<file path="src/rtl/fc_pkg.sv">
// Shared constants, FSM state type and Q8.8 requantisation helper for the
// fully-connected output layer.
package fc_pkg;

  localparam int DW            = 16;
  localparam int FRAC          = 8;
  localparam int N_OUT_CLASSES = 10;

  localparam logic signed [63:0] QMAX = (64'sd1 <<< (DW - 1)) - 64'sd1;
  localparam logic signed [63:0] QMIN = -(64'sd1 <<< (DW - 1));

  typedef enum logic [2:0] {
    S_IDLE,
    S_ISSUE,
    S_LAST,
    S_STORE,
    S_FLAG,
    S_DONE
  } state_t;

  // Arithmetic shift back to Q8.8, clamp to the 16-bit range, optional ReLU.
  function automatic logic [DW-1:0] sat_q88(input logic signed [63:0] acc,
                                            input logic relu);
    logic signed [63:0] r;
    logic [DW-1:0]      q;
    r = acc >>> FRAC;
    if (r > QMAX)      q = QMAX[DW-1:0];
    else if (r < QMIN) q = QMIN[DW-1:0];
    else               q = r[DW-1:0];
    if (relu && r[63]) q = '0;
    return q;
  endfunction

endpackage

</file>
<file path="src/rtl/fc_output_layer_mac.sv">
// Registered signed multiply-accumulate with clear, bias-add mode and a
// requantised (shift/saturate/ReLU) view of the accumulator.
module fc_mac_unit
  import fc_pkg::*;
#(
  parameter int DW   = 16,
  parameter int FRAC = 8,
  parameter int ACCW = 40,
  parameter bit RELU = 1'b1
) (
  input  logic                 clk,
  input  logic                 reset,
  input  logic                 clear,
  input  logic                 en,
  input  logic                 bias_mode,
  input  logic signed [DW-1:0] a,
  input  logic signed [DW-1:0] b,
  output logic [DW-1:0]        q
);

  logic signed [2*DW-1:0] prod;
  logic signed [ACCW-1:0] addend;
  logic signed [ACCW-1:0] acc;

  always_comb begin
    prod = a * b;
    if (bias_mode)
      addend = {{(ACCW - DW){b[DW-1]}}, b} <<< FRAC;
    else
      addend = {{(ACCW - 2*DW){prod[2*DW-1]}}, prod};
  end

  always_ff @(posedge clk) begin
    if (reset || clear)
      acc <= '0;
    else if (en)
      acc <= acc + addend;
  end

  assign q = sat_q88({{(64 - ACCW){acc[ACCW-1]}}, acc}, RELU);

endmodule

</file>
<file path="src/rtl/fc_output_layer.sv">
// Final fully-connected layer: one time-multiplexed MAC walks N_OUT neurons,
// each reading N_IN feature/weight pairs plus a bias from synchronous memories.
module fc_output_layer
  import fc_pkg::*;
#(
  parameter int N_IN  = 84,
  parameter int N_OUT = 10,
  parameter int DW    = fc_pkg::DW,
  parameter int FRAC  = fc_pkg::FRAC,
  parameter int ACCW  = 40,
  parameter int RELU  = 1
) (
  input  logic                                 clk,
  input  logic                                 reset,
  input  logic                                 start,
  output logic                                 mem_en,
  output logic [$clog2(N_IN)-1:0]              in_addr,
  input  logic [DW-1:0]                        in_data,
  output logic [$clog2(N_OUT*(N_IN+1))-1:0]    w_addr,
  input  logic [DW-1:0]                        w_data,
  output logic [N_OUT*DW-1:0]                  out_vec,
  output logic                                 busy,
  output logic                                 done_pulse,
  output logic                                 done
);

  localparam int IAW = $clog2(N_IN);
  localparam int WAW = $clog2(N_OUT * (N_IN + 1));
  localparam int JW  = $clog2(N_IN + 1);
  localparam int KW  = (N_OUT > 1) ? $clog2(N_OUT) : 1;

  state_t         state, state_n;
  logic [JW-1:0]  j;
  logic [KW-1:0]  k;
  logic [WAW-1:0] base;
  logic           last_k;
  logic           mac_clear;
  logic           mac_en;
  logic           mac_bias;
  logic [DW-1:0]  mac_q;

  assign last_k = (k == KW'(N_OUT - 1));

  always_ff @(posedge clk) begin
    if (reset) state <= S_IDLE;
    else       state <= state_n;
  end

  always_comb begin
    state_n   = state;
    mac_clear = 1'b0;
    unique case (state)
      S_IDLE, S_DONE: begin
        if (start) begin
          state_n   = S_ISSUE;
          mac_clear = 1'b1;
        end
      end
      S_ISSUE: if (j == JW'(N_IN)) state_n = S_LAST;
      S_LAST:  state_n = S_STORE;
      S_STORE: begin
        mac_clear = 1'b1;
        state_n   = last_k ? S_FLAG : S_ISSUE;
      end
      S_FLAG:  state_n = S_DONE;
      default: state_n = S_IDLE;
    endcase
  end

  // Per-neuron base address advances by N_IN+1, so no address multiplier.
  always_ff @(posedge clk) begin
    if (reset) begin
      k       <= '0;
      j       <= '0;
      base    <= '0;
      out_vec <= '0;
    end else begin
      unique case (state)
        S_IDLE, S_DONE: begin
          if (start) begin
            k    <= '0;
            j    <= '0;
            base <= '0;
          end
        end
        S_ISSUE: j <= j + JW'(1);
        S_STORE: begin
          for (int unsigned i = 0; i < N_OUT; i++)
            if (k == KW'(i)) out_vec[i*DW +: DW] <= mac_q;
          if (!last_k) begin
            k    <= k + KW'(1);
            j    <= '0;
            base <= base + WAW'(N_IN + 1);
          end
        end
        default: ;
      endcase
    end
  end

  // Read data lags the address by one cycle: products land on ISSUE j>=1,
  // the bias word lands on LAST.
  assign mac_en   = ((state == S_ISSUE) && (j != '0)) || (state == S_LAST);
  assign mac_bias = (state == S_LAST);

  fc_mac_unit #(
    .DW   (DW),
    .FRAC (FRAC),
    .ACCW (ACCW),
    .RELU (RELU != 0)
  ) u_mac (
    .clk       (clk),
    .reset     (reset),
    .clear     (mac_clear),
    .en        (mac_en),
    .bias_mode (mac_bias),
    .a         (in_data),
    .b         (w_data),
    .q         (mac_q)
  );

  assign mem_en     = (state == S_ISSUE);
  assign in_addr    = (j < JW'(N_IN)) ? j[IAW-1:0] : '0;
  assign w_addr     = base + WAW'(j);
  assign busy       = (state == S_ISSUE) || (state == S_LAST) || (state == S_STORE);
  assign done_pulse = (state == S_FLAG);
  assign done       = (state == S_DONE);

endmodule

</file>
<file path="config.mk">
export PLATFORM = sky130hd
export DESIGN_NAME = fc_output_layer
export DESIGN_NICKNAME = d
export VERILOG_FILES = /design/src/rtl/fc_pkg.sv /design/src/rtl/fc_output_layer_mac.sv /design/src/rtl/fc_output_layer.sv
export SDC_FILE = /design/constraint.sdc
export NUM_CORES = 1
export LEC_CHECK = 0
export BUFFER_PORTS_ARGS = -buffer_cell sky130_fd_sc_hd__buf_2
export CORE_ASPECT_RATIO = 0.5
export CORE_MARGIN = 2
export CORE_UTILIZATION = 40
export CTS_BUF_LIST = sky130_fd_sc_hd__clkbuf_8
export CTS_CLUSTER_DIAMETER = 50
export CTS_CLUSTER_SIZE = 8
export DETAILED_ROUTE_END_ITERATION = 6
export GPL_TIMING_DRIVEN = 0
export PLACE_DENSITY = 0.62
export SLEW_MARGIN = 15
export SYNTH_ARGS = -nofsm -noshare
export SYNTH_HDL_FRONTEND = slang
export SYNTH_SLANG_ARGS = --single-unit
</file>
<file path="constraint.sdc">
create_clock -name clk -period 15.1 [get_ports clk]
set_input_delay 3.02 -clock clk [delete_from_list [all_inputs] [get_ports clk]]
set_output_delay 3.02 -clock clk [all_outputs]
set_load 0.01 [all_outputs]
</file>
==> reports/results.ini, run 1 <==
[floorplan]
die_area_mm2 = 0.05345
core_area_mm2 = 0.05058
die_height_um = 164.5
ios = 216
rows = 58
fp.dieW_um = 325.0
start_util_pct = 40.73

[min_path]
hold_path.class = reg -> reg
holdCritStartpoint = out_vec[144]$_SDFFE_PP0P_

[critical_path]
path_common_cell = fa_1
rr_startpoint = state[1]$_SDFFE_PP0P_
worstPathMaxFanout = 10
startpoint = w_data[7]
worst_setup_path_start_kind = input pin
arrival_ps = 12340
worst_path_max_delay_cell = clkbuf_1
cpPeakStageDelay_ps = 620
end_kind = flip-flop
path_class = in -> reg
cp.required_ps = 15530

[synthesis]
yosys-top-cells-area = fa_1, dfxtp_1, nand2_1
synth_top_cell_by_area = fa_1
ys.flop_type = dfxtp_1
syn_inst = 2498
ys_types = 65
synth.top_cell.area_share_pct = 25.65
ys.warnings.count = 0
synth_most_common_cell = nand2_1
syn_area_mm2 = 0.02060
ys_seq_elements = 224
synth_common_cells = nand2_1, inv_1, fa_1, a21oi_1, dfxtp_1
synth-edff-count = 0
synthesis.nets = 2936
async_reset_ff_share_pct = 0
synth-seq-area-share_pct = 21.77
syn_avg_cell_area_um2 = 8.248

[sta]
worst_pin_slew_ps = 1253
period_share_pct = 78.90
maxSlewViolCount = 0
period_needed_ps = 11910
fmax_mhz = 83.93
rsz0062_at_grt = false
finalHoldViolCount = 0
fin_worst_skew_ps = 23.43
relSlewSlack_pct = 16.14
setup_viol = 0
setup-tns-final_ps = 0

[place]
dpl-instance-area_mm2 = 0.02256
gp_congestion = 0.9008
dp_hpwl_um = 47130
portBuffers = 211

[finish]
drive_gt1_share_pct = 10.58
finalNetCount = 3187
synthToLayoutAreaGrowth_pct = 13.02
multi_input_area_mm2 = 0.01447
fillers = 5107
final_cell_area_mm2 = 0.02328
antennaDiodeCount = 0
seqCellArea_mm2 = 0.004484

[global_route]
grt_max_degree = 11
overflow = 0
grt_pass1_vias = 17419
antenna_found_initial = 0
grt_pass1_wl_um = 96680
grt_usage_pct = 22.95

[clock_network]
clock_latency_ps = 540
h-tree-depth = 2
numCtsBuffers = 37
cts_tree = yes
clkTransAtPathRegs_ps = 60
clock-root-buffer = clkbuf_8
holdBufCountCts = 0
clockBufferDepth = 3
cts.repair.resized = 0
cts_setup_buffers = 0
numClockSinks = 224

[drt]
drt_pass1_iterations = 5
drc = 0
vias = 17390
drt.antenna.violating_nets = 0
wl_um = 60580
drt_iter0_drc = 999
via_per_inst = 5.039
wire_per_inst_um = 17.55

[outcome]
status = finished clean

[job]
maxCapViolCount = 0

==> placed cells by master, fill, tap and decap left out, types with 5 or more instances in the layout <==
cell type	n
nand2_1	529
inv_1	335
fa_1	264
a21oi_1	244
dfxtp_1	224
buf_2	215
and2_1	142
ha_1	139
nor2_1	106
clkbuf_1	104
o21ai_0	60
xnor2_1	47
clkbuf_8	41
xor2_1	38
a21o_1	25
nand2b_1	19
nor3_1	18
a211oi_1	15
nand3_1	15
a22o_1	15
o21a_1	14
nor2b_1	14
o21bai_1	13
nor3b_1	13
nor2_2	11
and3_1	8
or3_1	8
nor4_1	8
or2_2	5
==> registers in the layout, summed over array words and instances (netlist names) <==
signal,flops
state,3
u_mac.acc,40
k,4
base,10
out_vec,160
j,7
==> per-layer routing <==
metal,up-vias,routed length (µm),global-route usage (%),part of all wire [%]
met5,-,0,0,0
met4,0,1466,5.934,2.4
li1,8386,-,-,-
met1,8477,26600,29.92,44
met2,449,28580,39.28,47
met3,78,3936,4.528,6.5
==> final cells by class <==
class | count | share of cell area [%]
well taps | 690 | 3.708
multi-input cells | 1830 | 62.16
clock buffers | 41 | 2.423
plain buffers | 111 | 1.811
flip-flops and latches | 224 | 19.26
clock inverters | 10 | 0.6878
repair buffers | 212 | 4.584
inverters | 333 | 5.368
==> worst max-delay path: cells and delay by family <==
kind / cells / cell delay, ps
compound gates: 16 / 3070
buf+inv: 6 / 1480
xor+xnor: 1 / 160
fa+ha+maj: 8 / 3770
simple gates: 3 / 800
==> per-stage QoR <==
stage	worst slack [ps]	util, %	std cells	hold slack (ps)
4_1_cts	3230	46.03	3451	452.6
6_report	3186	46.03	3451	451.2
5_1_grt	2665	46.03	3451	469.4
3_5_place_dp	2695	44.60	3400	444.3
2_1_floorplan	4009	-	2498	436.2
3_3_place_gp	2709	44.53	3399	438.3
==> cell families after synthesis <==
group           Yosys count  synth area share, %
simple gates            903                19.48
fa+ha+maj               403                34.09
xor+xnor                 86                3.723
buf+inv                 444                8.114
compound gates          438                12.83
flops                   224                21.77
==> path summary, 6_finish.rpt <==
check / depth (start not counted) / to / slack (ps)
max reg2reg: 16 / u_mac.acc[37]$_SDFFE_PP0P_ / 10140
min reg2reg: 2 / out_vec[144]$_SDFFE_PP0P_ / 450
min: 2 / out_vec[144]$_SDFFE_PP0P_ / 450
max: 34 / u_mac.acc[36]$_SDFFE_PP0P_ / 3190
Power of run 1 is left out: the tool's default activity adds up to more than one toggle a clock period on the data nets, which glitch-free logic cannot reach.
==> inputs of run 2 (changes only) <==
--- a/config.mk
+++ b/config.mk
@@ -14,7 +14,7 @@
 export CTS_CLUSTER_SIZE = 8
 export DETAILED_ROUTE_END_ITERATION = 6
 export GPL_TIMING_DRIVEN = 0
-export PLACE_DENSITY = 0.62
+export PLACE_DENSITY = 0.64
 export SLEW_MARGIN = 15
 export SYNTH_ARGS = -nofsm -noshare
 export SYNTH_HDL_FRONTEND = slang
==> constraint.sdc (replaced) <==
create_clock -name clk -period 10.6 [get_ports clk]
set_input_delay 2.12 -clock clk [delete_from_list [all_inputs] [get_ports clk]]
set_output_delay 2.12 -clock clk [all_outputs]
set_load 0.01 [all_outputs]
==> reports/results.ini, run 2 (synthesis results as in run 1) <==
[sta]
setup-tns-final_ps = 0  ; unchanged
holdWs_ps = 452.3  ; +1.084 ps
period_needed_ps = 10230
period_share_pct = 96.53
fin_worst_skew_ps = 25.54  ; +2.102 ps
maxSlewViolCount = 0  ; unchanged
worst_slack_ps = 367.5  ; -2818 ps
fmax_mhz = 97.73
worst_pin_slew_ps = 1215  ; -38.15 ps
rsz0062_at_grt = false
relSlewSlack_pct = 18.70  ; +2.6 points
setup_viol = 0  ; unchanged
finalHoldViolCount = 0  ; unchanged

[floorplan]
ios = 216  ; unchanged
die_height_um = 164.5  ; unchanged
die_area_mm2 = 0.05345  ; unchanged
core_area_mm2 = 0.05058  ; unchanged
fp.dieW_um = 325.0  ; unchanged
rows = 58  ; unchanged
start_util_pct = 40.73  ; unchanged

[critical_path]
r2r_end = u_mac.acc[37]$_SDFFE_PP0P_
r2r_slack_ps = 5740  ; -4400 ps
worst_setup_path_start_kind = input pin
startpoint = in_data[1]
arrival_ps = 10670  ; -1670 ps
cpPeakStageDelay_ps = 590  ; -30 ps
worstPathMaxFanout = 10  ; unchanged
crit_family = adder cells
path_depth = 33  ; -2.9%
rr_startpoint = state[1]$_SDFFE_PP0P_
path_common_cell = fa_1
path_class = in -> reg
crit_end = u_mac.acc[36]$_SDFFE_PP0P_
path_buf_inv = 5  ; -1
cp.required_ps = 11030  ; -4500 ps
r2r_cells = 16  ; unchanged
worst_path_max_delay_cell = fa_1
end_kind = flip-flop

[clock_network]
cts_tree = yes
clock_latency_ps = 550  ; about the same
clockBufferDepth = 3  ; unchanged
numClockSinks = 224  ; unchanged
h-tree-depth = 2  ; unchanged
clock-root-buffer = clkbuf_8
numCtsBuffers = 38  ; +2.7%
clkTransAtPathRegs_ps = 50  ; about the same

[drt]
vias = 17413  ; +0.13%
drt_iter0_drc = 1203  ; +20%
wl_um = 59340  ; -2.0%
wire_per_inst_um = 17.19  ; -2.1%
drt.antenna.violating_nets = 0  ; unchanged
via_per_inst = 5.043  ; about the same
drt_pass1_iterations = 7  ; +2
drc = 0  ; unchanged

[finish]
final_common_cell = nand2_1
drive_gt1_share_pct = 12.12  ; +1.5 points
reg_top3 = out_vec: 160 flops, u_mac.acc: 40 flops, base: 10 flops
synthToLayoutAreaGrowth_pct = 13.59
final_core_util_pct = 46.27  ; +0.23 points
antennaDiodeCount = 0  ; unchanged
finalNetCount = 3185  ; -0.063%
largest_register_ffs = 160  ; unchanged
top_register = out_vec
layout_common_cells = nand2_1, inv_1, fa_1, a21oi_1, dfxtp_1

[outcome]
status = finished clean

[place]
portBuffers = 211  ; unchanged
gp_congestion = 0.8950  ; -0.64%
dp_hpwl_um = 46510  ; -1.3%
pre_cts_slack_ps = -875.8  ; -3571 ps

[min_path]
hold_path.class = reg -> reg

[global_route]
grt_pass1_wl_um = 94670  ; -2.1%
grt_max_degree = 17  ; +6
antenna_found_initial = 0  ; unchanged
grt_usage_pct = 22.24  ; -0.71 points
overflow = 0  ; unchanged
grt_pass1_vias = 17265  ; -0.88%

[job]
maxCapViolCount = 0  ; unchanged

-- run 2: worst min-delay path by stage --
| stage | cells after the start | start | end |
|---|---|---|---|
| final | 2 | out_vec[0]$_SDFFE_PP0P_ | out_vec[0]$_SDFFE_PP0P_ |
| after global routing | 2 | out_vec[2]$_SDFFE_PP0P_ | out_vec[2]$_SDFFE_PP0P_ |
| after CTS | 2 | out_vec[0]$_SDFFE_PP0P_ | out_vec[0]$_SDFFE_PP0P_ |
| after detailed placement | 2 | out_vec[0]$_SDFFE_PP0P_ | out_vec[0]$_SDFFE_PP0P_ |
| after global placement | 2 | out_vec[78]$_SDFFE_PP0P_ | out_vec[78]$_SDFFE_PP0P_ |
| after floorplan | 2 | u_mac.acc[0]$_SDFFE_PP0P_ | u_mac.acc[0]$_SDFFE_PP0P_ |
-- run 2: area by class of cell --
cell class	instances	area [µm²]
clock buffers	43	591.8
fillers	5060	27180
well taps	690	863.3
clock inverters	13	148.9
multi-input cells	1830	14500
repair buffers	214	1085
inverters	333	1254
flip-flops and latches	224	4484
plain buffers	106	475.5
-- run 2: per-stage QoR --
stage | cell area, µm² | instances
after floorplan | 20600 | 2498
after global placement | 22520 | 3399
after detailed placement | 22560 | 3400
after CTS | 23290 | 3454
after global routing | 23400 | 3453
final | 23400 | 3453
-- run 2: metal layers --
layer,vias up,global-route usage (%),share of wire [%]
met4,0,7.302,3.1
met1,8412,29.05,43
met5,-,0,0
met3,116,3.963,6.7
met2,517,37.60,47
li1,8368,-,-
-- run 2: repair_timing --
| item | 4_1_cts | 5_1_grt |
|---|---|---|
| hold buffers | 0 | 0 |
| gates resized for setup | 4 | 97 |
| setup endpoints to repair | 3 | 4 |
| hold endpoints to repair | 0 | 0 |
| setup buffers | 0 | 2 |
-- run 2: worst register-to-register path: cells and delay by family (launching register included) --
family	cells	cell delay [ps]
buf+inv	2	760
simple gates	5	1250
compound gates	7	1950
flops	1	300
xor+xnor	1	100
fa+ha+maj	1	420
Power of run 2 is left out for the same reason.
==> inputs of run 3 (changes only) <==
--- a/config.mk
+++ b/config.mk
@@ -18,4 +18,5 @@
 export SLEW_MARGIN = 15
 export SYNTH_ARGS = -nofsm -noshare
 export SYNTH_HDL_FRONTEND = slang
+export SYNTH_HIERARCHICAL = 1
 export SYNTH_SLANG_ARGS = --single-unit
==> reports/results.ini, run 3 <==
[global_route]
antenna_found_initial = 3  ; +3
grt_max_degree = 18  ; +1
overflow = 0  ; unchanged
met2_usage_pct = 36.60  ; -0.99 points
grtUsageMet3_pct = 2.535  ; -1.4 points
grt_pass1_vias = 17343  ; +0.45%
grt.busiest_layer = met2
grt_pass1_wl_um = 94600  ; about the same
grt_use_met1_pct = 28.88  ; -0.18 points
grt_usage_pct = 21.51  ; -0.73 points

[place]
portBuffers = 212  ; +0.47%
placed_cells = 3395  ; -0.15%
dp_hpwl_um = 48040  ; +3.3%
gp_congestion = 0.9185  ; +2.6%
dpl-instance-area_mm2 = 0.02333  ; +3.4%

[floorplan]
die_area_mm2 = 0.05546  ; +3.8%
start_util_pct = 40.82  ; +0.085 points
rows = 59  ; +1.7%
die_height_um = 167.5  ; +1.9%
core_area_mm2 = 0.05241  ; +3.6%
fp.dieW_um = 331.1  ; +1.9%
ios = 216  ; unchanged

[critical_path]
worst_setup_path_start_kind = input pin
rr_startpoint = state[0]$_SDFFE_PP0P_
cpPeakStageDelay_ps = 580  ; about the same
cp.required_ps = 11060  ; +30 ps
worst_path_max_delay_cell = fa_1
r2r_slack_ps = 4990  ; -750 ps
path_common_cell = fa_1
end_kind = flip-flop
arrival_ps = 10690  ; +20 ps
r2r_end = u_mac/acc[38]$_SDFFE_PP0P_
r2r_cells = 20  ; +4
path_class = in -> reg
worstPathMaxFanout = 16  ; +6

[sta]
setup_viol = 0  ; unchanged
maxSlewViolCount = 0  ; unchanged
fin_worst_skew_ps = 13.93  ; -11.60 ps
fmax_mhz = 97.67  ; about the same
worst_pin_slew_ps = 869.0  ; -346.1 ps
period_needed_ps = 10240  ; +5.844 ps
relSlewSlack_pct = 42.07  ; +23 points
period_share_pct = 96.59  ; about the same
finalHoldViolCount = 0  ; unchanged
setup-tns-final_ps = 0  ; unchanged

[synthesis]
synth_most_common_cell = inv_1
synthesis.nets = 2920  ; -0.54%
syn_area_mm2 = 0.02139  ; +3.8%
ys_seq_elements = 224  ; unchanged
synth-edff-count = 0  ; unchanged
syn_inst = 2482  ; -0.64%
yosys-top-cells-area = fa_1, dfxtp_1, ha_1
async_reset_ff_share_pct = 0  ; unchanged
synth_top_cell_by_area = fa_1
ys.warnings.count = 6  ; +6
syn_avg_cell_area_um2 = 8.619  ; +4.5%
synth_common_cells = inv_1, nand2_1, fa_1, dfxtp_1, nor2_1
synth-seq-area-share_pct = 20.96  ; -0.80 points
ys_types = 74  ; +14%
synth.top_cell.area_share_pct = 24.70  ; -0.95 points
ys.flop_type = dfxtp_1

[finish]
drive_gt1_share_pct = 13.34  ; +1.2 points
finalNetCount = 3160  ; -0.78%
final_common_cell = inv_1
reg_top3 = out_vec: 160 flops, u_mac/acc: 40 flops, base: 10 flops
final_cell_area_mm2 = 0.02404  ; +2.7%
largest_register_ffs = 160  ; unchanged
seqCellArea_mm2 = 0.004484  ; unchanged
finalNonFillerCells = 3438  ; -0.43%
layout_common_cells = inv_1, nand2_1, fa_1, buf_2, dfxtp_1
multi_input_area_mm2 = 0.01498  ; +3.3%
top_register = out_vec
fillers = 5225  ; +3.3%
synthToLayoutAreaGrowth_pct = 12.35

[clock_network]
clock-root-buffer = clkbuf_8
h-tree-depth = 2  ; unchanged
clkTransAtPathRegs_ps = 60  ; about the same
cts_tree = yes
holdBufCountCts = 0  ; unchanged
clock_latency_ps = 530  ; -20 ps
numCtsBuffers = 38  ; unchanged
numClockSinks = 224  ; unchanged
clockBufferDepth = 3  ; unchanged

[drt]
vias = 17366  ; -0.27%
drt.antenna.violating_nets = 0  ; unchanged
drt_pass1_iterations = 5  ; -2
wl_um = 59880  ; +0.90%
wire_per_inst_um = 17.42  ; +1.3%
via_per_inst = 5.051  ; +0.17%
drt_iter0_drc = 927  ; -23%
drc = 0  ; unchanged

[min_path]
whs_endpoint = out_vec[119]$_SDFFE_PP0P_
hold_depth = 2  ; unchanged
hold_path.class = reg -> reg
holdCritStartpoint = out_vec[119]$_SDFFE_PP0P_

[job]
maxCapViolCount = 0  ; unchanged

[outcome]
status = finished clean

## run 3: cell types whose count changed after synthesis, sizes merged, moves of 15 or more
| cell | previous run | this run |
|---|---|---|
| inv | 333 | 349 |
| o21ai | 64 | 80 |
| clkbuf | 104 | 86 |
| nand3 | 15 | 32 |
| nor2 | 117 | 188 |
| buf | 7 | 44 |
| a22o | 15 | 0 |
| a21oi | 246 | 162 |
| nand2 | 529 | 341 |
| mux2i | 0 | 112 |
## run 3: how the worst max path moves through the flow
stage | from | endpoint | slack, ps
2_1_floorplan | w_data[9] | u_mac/acc[38]$_SDFFE_PP0P_ | 570
3_3_place_gp | w_data[7] | u_mac/acc[38]$_SDFFE_PP0P_ | -750
3_5_place_dp | w_data[8] | u_mac/acc[38]$_SDFFE_PP0P_ | -910
4_1_cts | in_data[7] | u_mac/acc[38]$_SDFFE_PP0P_ | 50
5_1_grt | in_data[15] | u_mac/acc[36]$_SDFFE_PP0P_ | -20
6_report | in_data[5] | u_mac/acc[38]$_SDFFE_PP0P_ | 360
## run 3: timing repair
item,4_1_cts,5_1_grt
resized for setup,5,30
endpoints found under the setup margin,3,7
setup buffers,0,2
pin swaps,0,2
## run 3: kinds of logic after synthesis
logic type	Yosys count	share of synthesized area [%]
buf+inv	479	9.130
other cells	1	0.01753
mux	114	5.346
fa+ha+maj	403	32.83
simple gates	827	18.18
compound gates	360	10.46
xor+xnor	74	3.065
flops	224	20.96
## run 3: stage by stage
step	hold WS [ps]	worst slack, ps	util, %
6_report	451.2	361.7	45.86
5_1_grt	466.8	-23.71	45.86
4_1_cts	454.5	49.63	45.77
3_5_place_dp	446.5	-905.8	44.51
3_3_place_gp	440.1	-749.4	44.51
2_1_floorplan	450.6	574.0	-
## run 3: final cells by class
class,instances,area share [%]
antenna,1,0.01041
sequential,224,18.66
clock buffer,42,2.405
tap,701,3.649
buffer,116,2.561
clock inverter,12,0.4789
inverter,349,5.450
multi-input combinational,1779,62.31
timing repair buffer,214,4.477
## run 3: layer usage
metal  vias up  share of wire [%]
li1       8389                  -
met1      8461                 45
met2       421                 47
met3        91                4.6
met4         4                2.5
met5         -              0.037
## run 3: worst max-delay path: cells and delay by family
kind | cells | cell delay, ps
adder cells (fa/ha/maj) | 8 | 3760
AO/OA/AOI/OAI | 15 | 3450
AND/OR/NAND/NOR | 4 | 490
buffers and inverters | 5 | 430
XOR/XNOR | 2 | 330
multiplexers | 1 | 90
Power of run 3 is left out for the same reason.
